===== src/rtl/ctrl_pipe_pkg.sv =====
// rtl/ctrl_pipe_pkg.sv - shared stage indices, bundle field map and helpers for ctrl_pipe
package ctrl_pipe_pkg;

    localparam int STG_E = 0;
    localparam int STG_M = 1;
    localparam int STG_W = 2;

    localparam int MAX_STAGES = 8;
    localparam int BUNDLE_W   = 16;
    localparam int PERF_W     = 32;

    localparam logic [PERF_W-1:0] PERF_MAX = '1;

    // Control bundle field map: offset / width
    localparam int MEMTOREG_OFF   = 0;
    localparam int MEMTOREG_W     = 1;
    localparam int MEMWRITE_OFF   = 1;
    localparam int MEMWRITE_W     = 1;
    localparam int ALUSRC_OFF     = 2;
    localparam int ALUSRC_W       = 1;
    localparam int REGDST_OFF     = 3;
    localparam int REGDST_W       = 2;
    localparam int REGWRITE_OFF   = 5;
    localparam int REGWRITE_W     = 1;
    localparam int ALUCTRL_OFF    = 6;
    localparam int ALUCTRL_W      = 5;
    localparam int HILO_WRITE_OFF = 11;
    localparam int HILO_WRITE_W   = 1;
    localparam int JAL_OFF        = 12;
    localparam int JAL_W          = 1;
    localparam int CP0_WRITE_OFF  = 13;
    localparam int CP0_WRITE_W    = 1;
    localparam int IS_INVALID_OFF = 14;
    localparam int IS_INVALID_W   = 1;

    // Stage-k bundle out of a flattened out_ctrl (zero-extend narrower buses into flat)
    function automatic logic [BUNDLE_W-1:0] stage_ctrl(
        input logic [MAX_STAGES*BUNDLE_W-1:0] flat,
        input int unsigned                    k
    );
        return flat[k*BUNDLE_W +: BUNDLE_W];
    endfunction

    // A legal stall vector is a run of ones from bit 0 upward
    function automatic logic stall_is_monotonic(input logic [MAX_STAGES-1:0] s);
        for (int i = 1; i < MAX_STAGES; i++) begin
            if (s[i] && !s[i-1]) begin
                return 1'b0;
            end
        end
        return 1'b1;
    endfunction

endpackage


===== src/rtl/ctrl_pipe_if.sv =====
// rtl/ctrl_pipe_if.sv - decode-side inputs and per-stage outputs of ctrl_pipe
interface ctrl_pipe_if
    import ctrl_pipe_pkg::*;
#(
    parameter int CTRL_W = 16,
    parameter int STAGES = 3
);
    logic                       in_valid;
    logic [CTRL_W-1:0]          in_ctrl;
    logic [STAGES-1:0]          stall;
    logic [STAGES-1:0]          flush;
    logic                       exc_flush;
    logic [STAGES-1:0]          out_valid;
    logic [STAGES*CTRL_W-1:0]   out_ctrl;
    logic [STAGES*PERF_W-1:0]   perf_bubble_cnt;

    modport master (
        output in_valid, in_ctrl, stall, flush, exc_flush,
        input  out_valid, out_ctrl, perf_bubble_cnt
    );

    modport slave (
        input  in_valid, in_ctrl, stall, flush, exc_flush,
        output out_valid, out_ctrl, perf_bubble_cnt
    );
endinterface


===== src/rtl/ctrl_pipe_stage.sv =====
// rtl/ctrl_pipe_stage.sv - one valid+ctrl pipeline register with optional CTRL_PIPE_PERF_EN bubble counter
module ctrl_pipe_stage
    import ctrl_pipe_pkg::*;
#(
    parameter int CTRL_W = 16
) (
    input  logic                clk,
    input  logic                rst,
    input  logic                src_valid,
    input  logic [CTRL_W-1:0]   src_ctrl,
    input  logic                stall,
    input  logic                up_stall,
    input  logic                clear,
    output logic                valid,
    output logic [CTRL_W-1:0]   ctrl,
    output logic [PERF_W-1:0]   bubble_cnt
);

    always_ff @(posedge clk or negedge rst) begin
        if (!rst) begin
            valid <= 1'b0;
            ctrl  <= '0;
        end else if (clear) begin
            valid <= 1'b0;
            ctrl  <= '0;
        end else if (stall) begin
            valid <= valid;
            ctrl  <= ctrl;
        end else if (up_stall) begin
            // Upstream is holding its instruction; passing it on too would duplicate it
            valid <= 1'b0;
            ctrl  <= '0;
        end else begin
            valid <= src_valid;
            ctrl  <= src_valid ? src_ctrl : '0;
        end
    end

`ifdef CTRL_PIPE_PERF_EN
    logic              cnt_event;
    logic [PERF_W-1:0] cnt;

    assign cnt_event = (clear && valid) || (!clear && !stall && up_stall);

    always_ff @(posedge clk or negedge rst) begin
        if (!rst) begin
            cnt <= '0;
        end else if (cnt_event && (cnt != PERF_MAX)) begin
            cnt <= cnt + PERF_W'(1);
        end
    end

    assign bubble_cnt = cnt;
`else
    assign bubble_cnt = '0;
`endif

endmodule


===== src/rtl/ctrl_pipe.sv =====
// rtl/ctrl_pipe.sv - STAGES-deep control-bundle pipeline, perf counters under CTRL_PIPE_PERF_EN
module ctrl_pipe
    import ctrl_pipe_pkg::*;
#(
    parameter int                CTRL_W   = 16,
    parameter int                STAGES   = 3,
    parameter logic [STAGES-1:0] EXC_MASK = STAGES'(3'b011)
) (
    input  logic       clk,
    input  logic       rst,
    ctrl_pipe_if.slave bus
);

    logic [STAGES-1:0] stg_valid;
    logic [CTRL_W-1:0] stg_ctrl [STAGES];

    for (genvar k = 0; k < STAGES; k++) begin : g_stage
        logic              src_valid;
        logic [CTRL_W-1:0] src_ctrl;
        logic              up_stall;
        logic              clear;
        logic [PERF_W-1:0] cnt;

        if (k == 0) begin : g_head
            assign src_valid = bus.in_valid;
            assign src_ctrl  = bus.in_ctrl;
            assign up_stall  = 1'b0;
        end else begin : g_body
            assign src_valid = stg_valid[k-1];
            assign src_ctrl  = stg_ctrl[k-1];
            assign up_stall  = bus.stall[k-1];
        end

        assign clear = bus.flush[k] | (bus.exc_flush & EXC_MASK[k]);

        ctrl_pipe_stage #(
            .CTRL_W (CTRL_W)
        ) u_stage (
            .clk        (clk),
            .rst        (rst),
            .src_valid  (src_valid),
            .src_ctrl   (src_ctrl),
            .stall      (bus.stall[k]),
            .up_stall   (up_stall),
            .clear      (clear),
            .valid      (stg_valid[k]),
            .ctrl       (stg_ctrl[k]),
            .bubble_cnt (cnt)
        );

        assign bus.out_ctrl[k*CTRL_W +: CTRL_W]        = stg_ctrl[k];
        assign bus.perf_bubble_cnt[k*PERF_W +: PERF_W] = cnt;
    end

    assign bus.out_valid = stg_valid;

    a_stall_monotonic: assert property (
        @(posedge clk) disable iff (!rst) stall_is_monotonic(MAX_STAGES'(bus.stall))
    );

endmodule


===== src/flat_wrapper.sv =====
// flat-port wrapper written by rule: the top's interface ports become plain ports
module ctrl_pipe_flat import ctrl_pipe_pkg::*;
#(
    parameter int                CTRL_W   = 16,
    parameter int                STAGES   = 3,
    parameter logic [STAGES-1:0] EXC_MASK = STAGES'(3'b011)
)
  (clk, rst, bus_in_valid, bus_in_ctrl, bus_stall, bus_flush, bus_exc_flush, bus_out_valid, bus_out_ctrl, bus_perf_bubble_cnt);
  ctrl_pipe_if #(.CTRL_W(CTRL_W), .STAGES(STAGES)) bus_i ();
  input  logic clk;
  input  logic rst;
  input wire logic [$bits(bus_i.in_valid)-1:0] bus_in_valid;
  input wire logic [$bits(bus_i.in_ctrl)-1:0] bus_in_ctrl;
  input wire logic [$bits(bus_i.stall)-1:0] bus_stall;
  input wire logic [$bits(bus_i.flush)-1:0] bus_flush;
  input wire logic [$bits(bus_i.exc_flush)-1:0] bus_exc_flush;
  output wire logic [$bits(bus_i.out_valid)-1:0] bus_out_valid;
  output wire logic [$bits(bus_i.out_ctrl)-1:0] bus_out_ctrl;
  output wire logic [$bits(bus_i.perf_bubble_cnt)-1:0] bus_perf_bubble_cnt;
  assign bus_i.in_valid = bus_in_valid;
  assign bus_i.in_ctrl = bus_in_ctrl;
  assign bus_i.stall = bus_stall;
  assign bus_i.flush = bus_flush;
  assign bus_i.exc_flush = bus_exc_flush;
  assign bus_out_valid = bus_i.out_valid;
  assign bus_out_ctrl = bus_i.out_ctrl;
  assign bus_perf_bubble_cnt = bus_i.perf_bubble_cnt;
  ctrl_pipe #(.CTRL_W(CTRL_W), .STAGES(STAGES), .EXC_MASK(EXC_MASK)) u_core (.clk(clk), .rst(rst), .bus(bus_i));
endmodule

===== config.mk =====
export PLATFORM = sky130hd
export DESIGN_NAME = ctrl_pipe_flat
export DESIGN_NICKNAME = d
export VERILOG_FILES = /design/src/rtl/ctrl_pipe_pkg.sv /design/src/rtl/ctrl_pipe_if.sv /design/src/rtl/ctrl_pipe_stage.sv /design/src/rtl/ctrl_pipe.sv /design/src/flat_wrapper.sv
export SDC_FILE = /design/constraint.sdc
export NUM_CORES = 1
export LEC_CHECK = 0
export CORE_ASPECT_RATIO = 0.6
export CORE_MARGIN = 2
export CORE_UTILIZATION = 40
export DETAILED_ROUTE_END_ITERATION = 6
export PLACE_DENSITY = 0.94
export SYNTH_ARGS = -nofsm -noshare
export SYNTH_HDL_FRONTEND = slang
export SYNTH_SLANG_ARGS = --single-unit

===== constraint.sdc =====
create_clock -name clk -period 2.1 [get_ports clk]
set_clock_uncertainty 0.15 [all_clocks]
set_input_delay 0.315 -clock clk [delete_from_list [all_inputs] [get_ports clk]]
set_output_delay 0.315 -clock clk [all_outputs]
set_load 0.05 [all_outputs]

# After elaboration in Yosys (flattened, before gate mapping)
# Cells that the tools add are included.
dict set report word_totals {
  inputBits 26
  output_inout_bits 147
  wordCells 30
  ff_bits 51
}
dict set report classes {
  n_mux 19
  n_bitwise 2
  eq_ne 3
}
# op n
set ops {}
lappend ops {{16-bit two-way mux} 11}
lappend ops {{1-bit two-way mux} 8}
lappend ops {{2-bit by 1-bit inequality test with 1-bit output, second input constant} 3}
lappend ops {{1-bit bitwise OR} 2}

# Longest topological paths before layout
dict set report depth {
  word_depth 4
  ltp_mapped 4
  depth_no_buf 2
}

# By module
# A second synthesis with hierarchy kept.
dict set report hier_totals {
  cells_unflattened 329
  area_unflattened_um2 3161.8
}
# module cells_each instances area_each_um2
set by_module_without_submodules {}
lappend by_module_without_submodules {ctrl_pipe_stage 108 3 1043.5}
lappend by_module_without_submodules {ctrl_pipe 5 1 31.3}

# Least setup slack after synthesis
# OpenSTA, ideal clock, no wires.
dict set report synth_timing {
  kind {input port to flip-flop}
  startpoint {in bus_flush[1]}
  endpoint {reg u_core.g_stage[1].u_stage.ctrl[10]}
  path_stages 4
  required_ns 1.828
  setup_slack_ns 0.686
  path_buffers 2
  t_arrival_ns 1.142
  setup_time_ns 0.122
  cell_sequence {clkbuf_2 > clkbuf_1 > and2b_1 > a32o_1}
}
dict set report synth_via {
  elab_chain_cells 2
  elab_cells_between_ends 3
  cone_classes {eq/ne: 1; mux: 1; bitwise: 1}
}
# element line
set synth_lines {}
lappend synth_lines {{start: declaration} flat_wrapper.sv:15} ;# input wire logic [$bits(bus_i.flush)-1:0] bus_flush;
lappend synth_lines {{1-bit bitwise OR *} ctrl_pipe.sv:34} ;# assign clear = bus.flush[k] | (bus.exc_flush & EXC_MASK[k]);
lappend synth_lines {{2-bit by 1-bit inequality test with 1-bit output (no line) / 16-bit two-way mux (equally long branches)} n/a}
lappend synth_lines {{end signal: assignment} ctrl_pipe_stage.sv:28} ;# ctrl <= ctrl;
lappend synth_lines {{end signal: assignment} ctrl_pipe_stage.sv:35} ;# ctrl <= src_valid ? src_ctrl : '0;
lappend synth_lines {{end: declaration} ctrl_pipe_stage.sv:15} ;# output logic [CTRL_W-1:0] ctrl,
# Mark *: on every way between the ends. The rest lies on a longest branch, timed or not.
# A chain may end at the register's enable or synchronous reset.

# Worst setup path in the final report
dict set report layout_timing {
  startpoint {reg u_core.g_stage[1].u_stage.ctrl[12]}
  endpoint {out bus_out_ctrl[28]}
}
# element line
set layout_rtl {}
lappend layout_rtl {{end: declaration} flat_wrapper.sv:18} ;# output wire logic [$bits(bus_i.out_ctrl)-1:0] bus_out_ctrl;
# No word-level cell between the ends.

==> results.toml <==
[floorplanning]
floorplan.die.width_microns = 111
dieHeight_microns = 68.3
core_region_area_sq_um = 6680
ioPinCount = 173
die_area_sq_um = 7600
initial_utilization_pct = 41.3
site_row_count = 23

[finish]
drive_gt1_share_pct = 7.64
fillers = 609
area_grow_syn2layout_pct = 23.8
finish.utilization_pct = 51.1
antenna_cells = 0
num-nets-final = 339
final_cells = 401

[outcome]
violated_checks = "hold timing"
run_status = "complete, but fails checks"

[setup_path]
cp_top_family = "buffers and inverters"
critPathLaunchType = "flop"
cp-end-kind = "primary output"
critical_path.max_fanout = 3
critical_path_class = "reg2out"
cp.arrival_ns = 1.56
crit_required_ns = 1.63
cpPeakStageDelay_ns = 0.84
cp_cell_sequence = "clkdlybuf4s50_1"
worst_path_buffer_plus_inverter_count = 1
critical_path.slowest_cell = "sky130_fd_sc_hd__clkdlybuf4s50_1"

[detailed_routing]
routed_via_density = 4.26
post-route-drc-count = 0
first_drt_pass_iteration_count = 4
route.detailed.wl_per_inst_microns = 14.3
detail-route-antenna-nets = 0
routed-via-count = 1709
drt_first_iter_violations = 111
drt-total-wl_microns = 5720

[clock_network]
cts_hold_buf = 0
cts_tree = "done"
htree_levels = 2
numClockSinks = 51
clock_tree.root_cell = "sky130_fd_sc_hd__clkbuf_16"
clockBufferDepth = 2
clk_transition_reported_paths_ns = 0.07
post_cts.repair.setup_buffers = 0
cts_made_buffers = 5
insertion_delay_ns = 0.29

[power_and_ir_drop]
power_uw = 2470
power.leakage_uw = 0.00168
vdd.ir_drop.worst_mv = 0.465
pwr_density_cell_nw_per_um2 = 722

[yosys]
syn_inst = 237
ys.flop_type = "sky130_fd_sc_hd__dfrtp_1"
synth-seq-cells = 51
synth_top_area_cell = "sky130_fd_sc_hd__dfrtp_1"
synth.yosys.warnings = 0
post_synth_most_frequent_cells = "102 x sky130_fd_sc_hd__buf_4, 51 x sky130_fd_sc_hd__dfrtp_1, 32 x sky130_fd_sc_hd__a22o_1"
yosys-top-cells-area = "sky130_fd_sc_hd__dfrtp_1 46%, sky130_fd_sc_hd__buf_4 28%, sky130_fd_sc_hd__a22o_1 10%"
yosysMostFrequentCell = "sky130_fd_sc_hd__buf_4"
syn_area_sq_um = 2760
syn-mean-instance-area_sq_um = 11.6
fraction_of_registers_with_async_set_reset_pct = 100
synth_edf_count = 0
sequential_cell_area_fraction_in_the_yosys_report_pct = 46.3
yosys.area.top_type_share_pct = 46.3
synth.lib_cells_used.distinct = 16

[grt]
grt_max_degree = 52
overall_global_routing_usage_pct = 14.2
via_count_of_the_first_global_routing_pass = 1511
overflow = 0
antenna_found_initial = 0
first_pass_grt_wire_length_microns = 8530

[placement]
dpl.hpwl_microns = 4420
gp_congestion = 0.679
dpl.cell_count = 393
post-place-ws_ns = -0.170
port-buffer-count = 76

[timing]
worstMarginPinSlew_ns = 1.12
rsz_0062_raised_after_global_routing = "no"
final.period_utilization_pct = 96.3
layout_min_cycle_time_ns = 2.02
setup_violations = 0
timing.final.ws_setup_ns = 0.0771
setup_total_negative_slack_ns = 0
slew_violations = 0
timing.hold.ws_ns = -0.0249
report.final.hold_viol_count = 24
timing.max_slew.rel_slack_pct = 25.2
fmax_mhz = 494

[hold_path]
min_path_type = "in2async"

[run]
timing.max_cap.violations = 0
## cells in the final DEF (no fill, tap or decap)
cell type and n:
sky130_fd_sc_hd__buf_4 9, sky130_fd_sc_hd__clkbuf_16 5, sky130_fd_sc_hd__inv_1 1, sky130_fd_sc_hd__bufinv_16 1
sky130_fd_sc_hd__and2b_1 10, sky130_fd_sc_hd__buf_2 1, sky130_fd_sc_hd__dfrtp_1 51, sky130_fd_sc_hd__conb_1 96
sky130_fd_sc_hd__clkbuf_8 1, sky130_fd_sc_hd__nor4b_4 2, sky130_fd_sc_hd__nor3b_2 1, sky130_fd_sc_hd__clkinv_2 1
sky130_fd_sc_hd__a21o_1 2, sky130_fd_sc_hd__nor3b_4 1, sky130_fd_sc_hd__a32o_1 17, sky130_fd_sc_hd__nor2_2 1
sky130_fd_sc_hd__nor2b_1 7, sky130_fd_sc_hd__a22o_1 32, sky130_fd_sc_hd__clkdlybuf4s50_1 74, sky130_fd_sc_hd__nor2b_2 1
## cells by family after synthesis
kind of cell,count (synthesis),synth area share [%]
AND/OR/NAND/NOR,23,7.30
AO/OA/AOI/OAI,51,16.9
other,1,0.136
flip-flops,51,46.3
buffers and inverters,111,29.4
## power by group
| group | switching, uW | leakage, uW | internal [uW] |
|---|---|---|---|
| clock network | 342 | 0.0000868 | 592 |
| registers | 5.94 | 0.000710 | 989 |
| logic | 466 | 0.000888 | 71.4 |
| total | 814 | 0.00168 | 1650 |
## layer usage
layer  wire, microns  GRT usage, %  vias to the layer above  share of wire, %
li1                -             -                      801                 -
met1            2690          20.1                      839                47
met2            2630          22.3                       64                46
met3             341          3.19                        5               6.0
met4              59          3.70                        0               1.0
met5               0             0                        -                 0
## flip-flops by register name (all words and copies together) (netlist names)
name	cells
u_core.g_stage.u_stage.ctrl	48
u_core.g_stage.u_stage.valid	3
## path summary, 6_finish.rpt
check,from,endpoint,slack (ns),cells after the start
max,u_core.g_stage[1].u_stage.ctrl[12],bus_out_ctrl[28],0.08,1
min,rst,u_core.g_stage[2].u_stage.ctrl[11],-0.02,2
max reg2reg,u_core.g_stage[0].u_stage.valid,u_core.g_stage[1].u_stage.ctrl[8],0.31,2
min reg2reg,u_core.g_stage[2].u_stage.valid,u_core.g_stage[2].u_stage.valid,0.33,1
max in group asynchronous,rst,u_core.g_stage[1].u_stage.ctrl[7],1.38,2
min in group clk,u_core.g_stage[2].u_stage.valid,u_core.g_stage[2].u_stage.valid,0.33,1
## layout make-up
class | count | area [sq um] | area share (%)
repair buffers | 84 | 813 | 23.8
inverters | 1 | 3.75 | 0.110
flip-flops and latches | 51 | 1280 | 37.4
multi-input cells | 170 | 1040 | 30.4
clock inverters | 2 | 35.0 | 1.03
clock buffers | 6 | 139 | 4.07
well taps | 87 | 109 | 3.19
## timing repair
action / in CTS / in global routing
endpoints found under the hold margin: 0 / 0
endpoints found under the setup margin: 0 / 17
resized for setup: 0 / 3
## stage by stage
stage,instance area (sq um),hold WS [ns]
after floorplan,3120,-0.131
after global placement,3230,0.301
after detailed placement,3230,0.316
after CTS,3400,0.0147
after global routing,3410,0.0397
final,3410,-0.0249
Power figures use the tool's default switching activity.
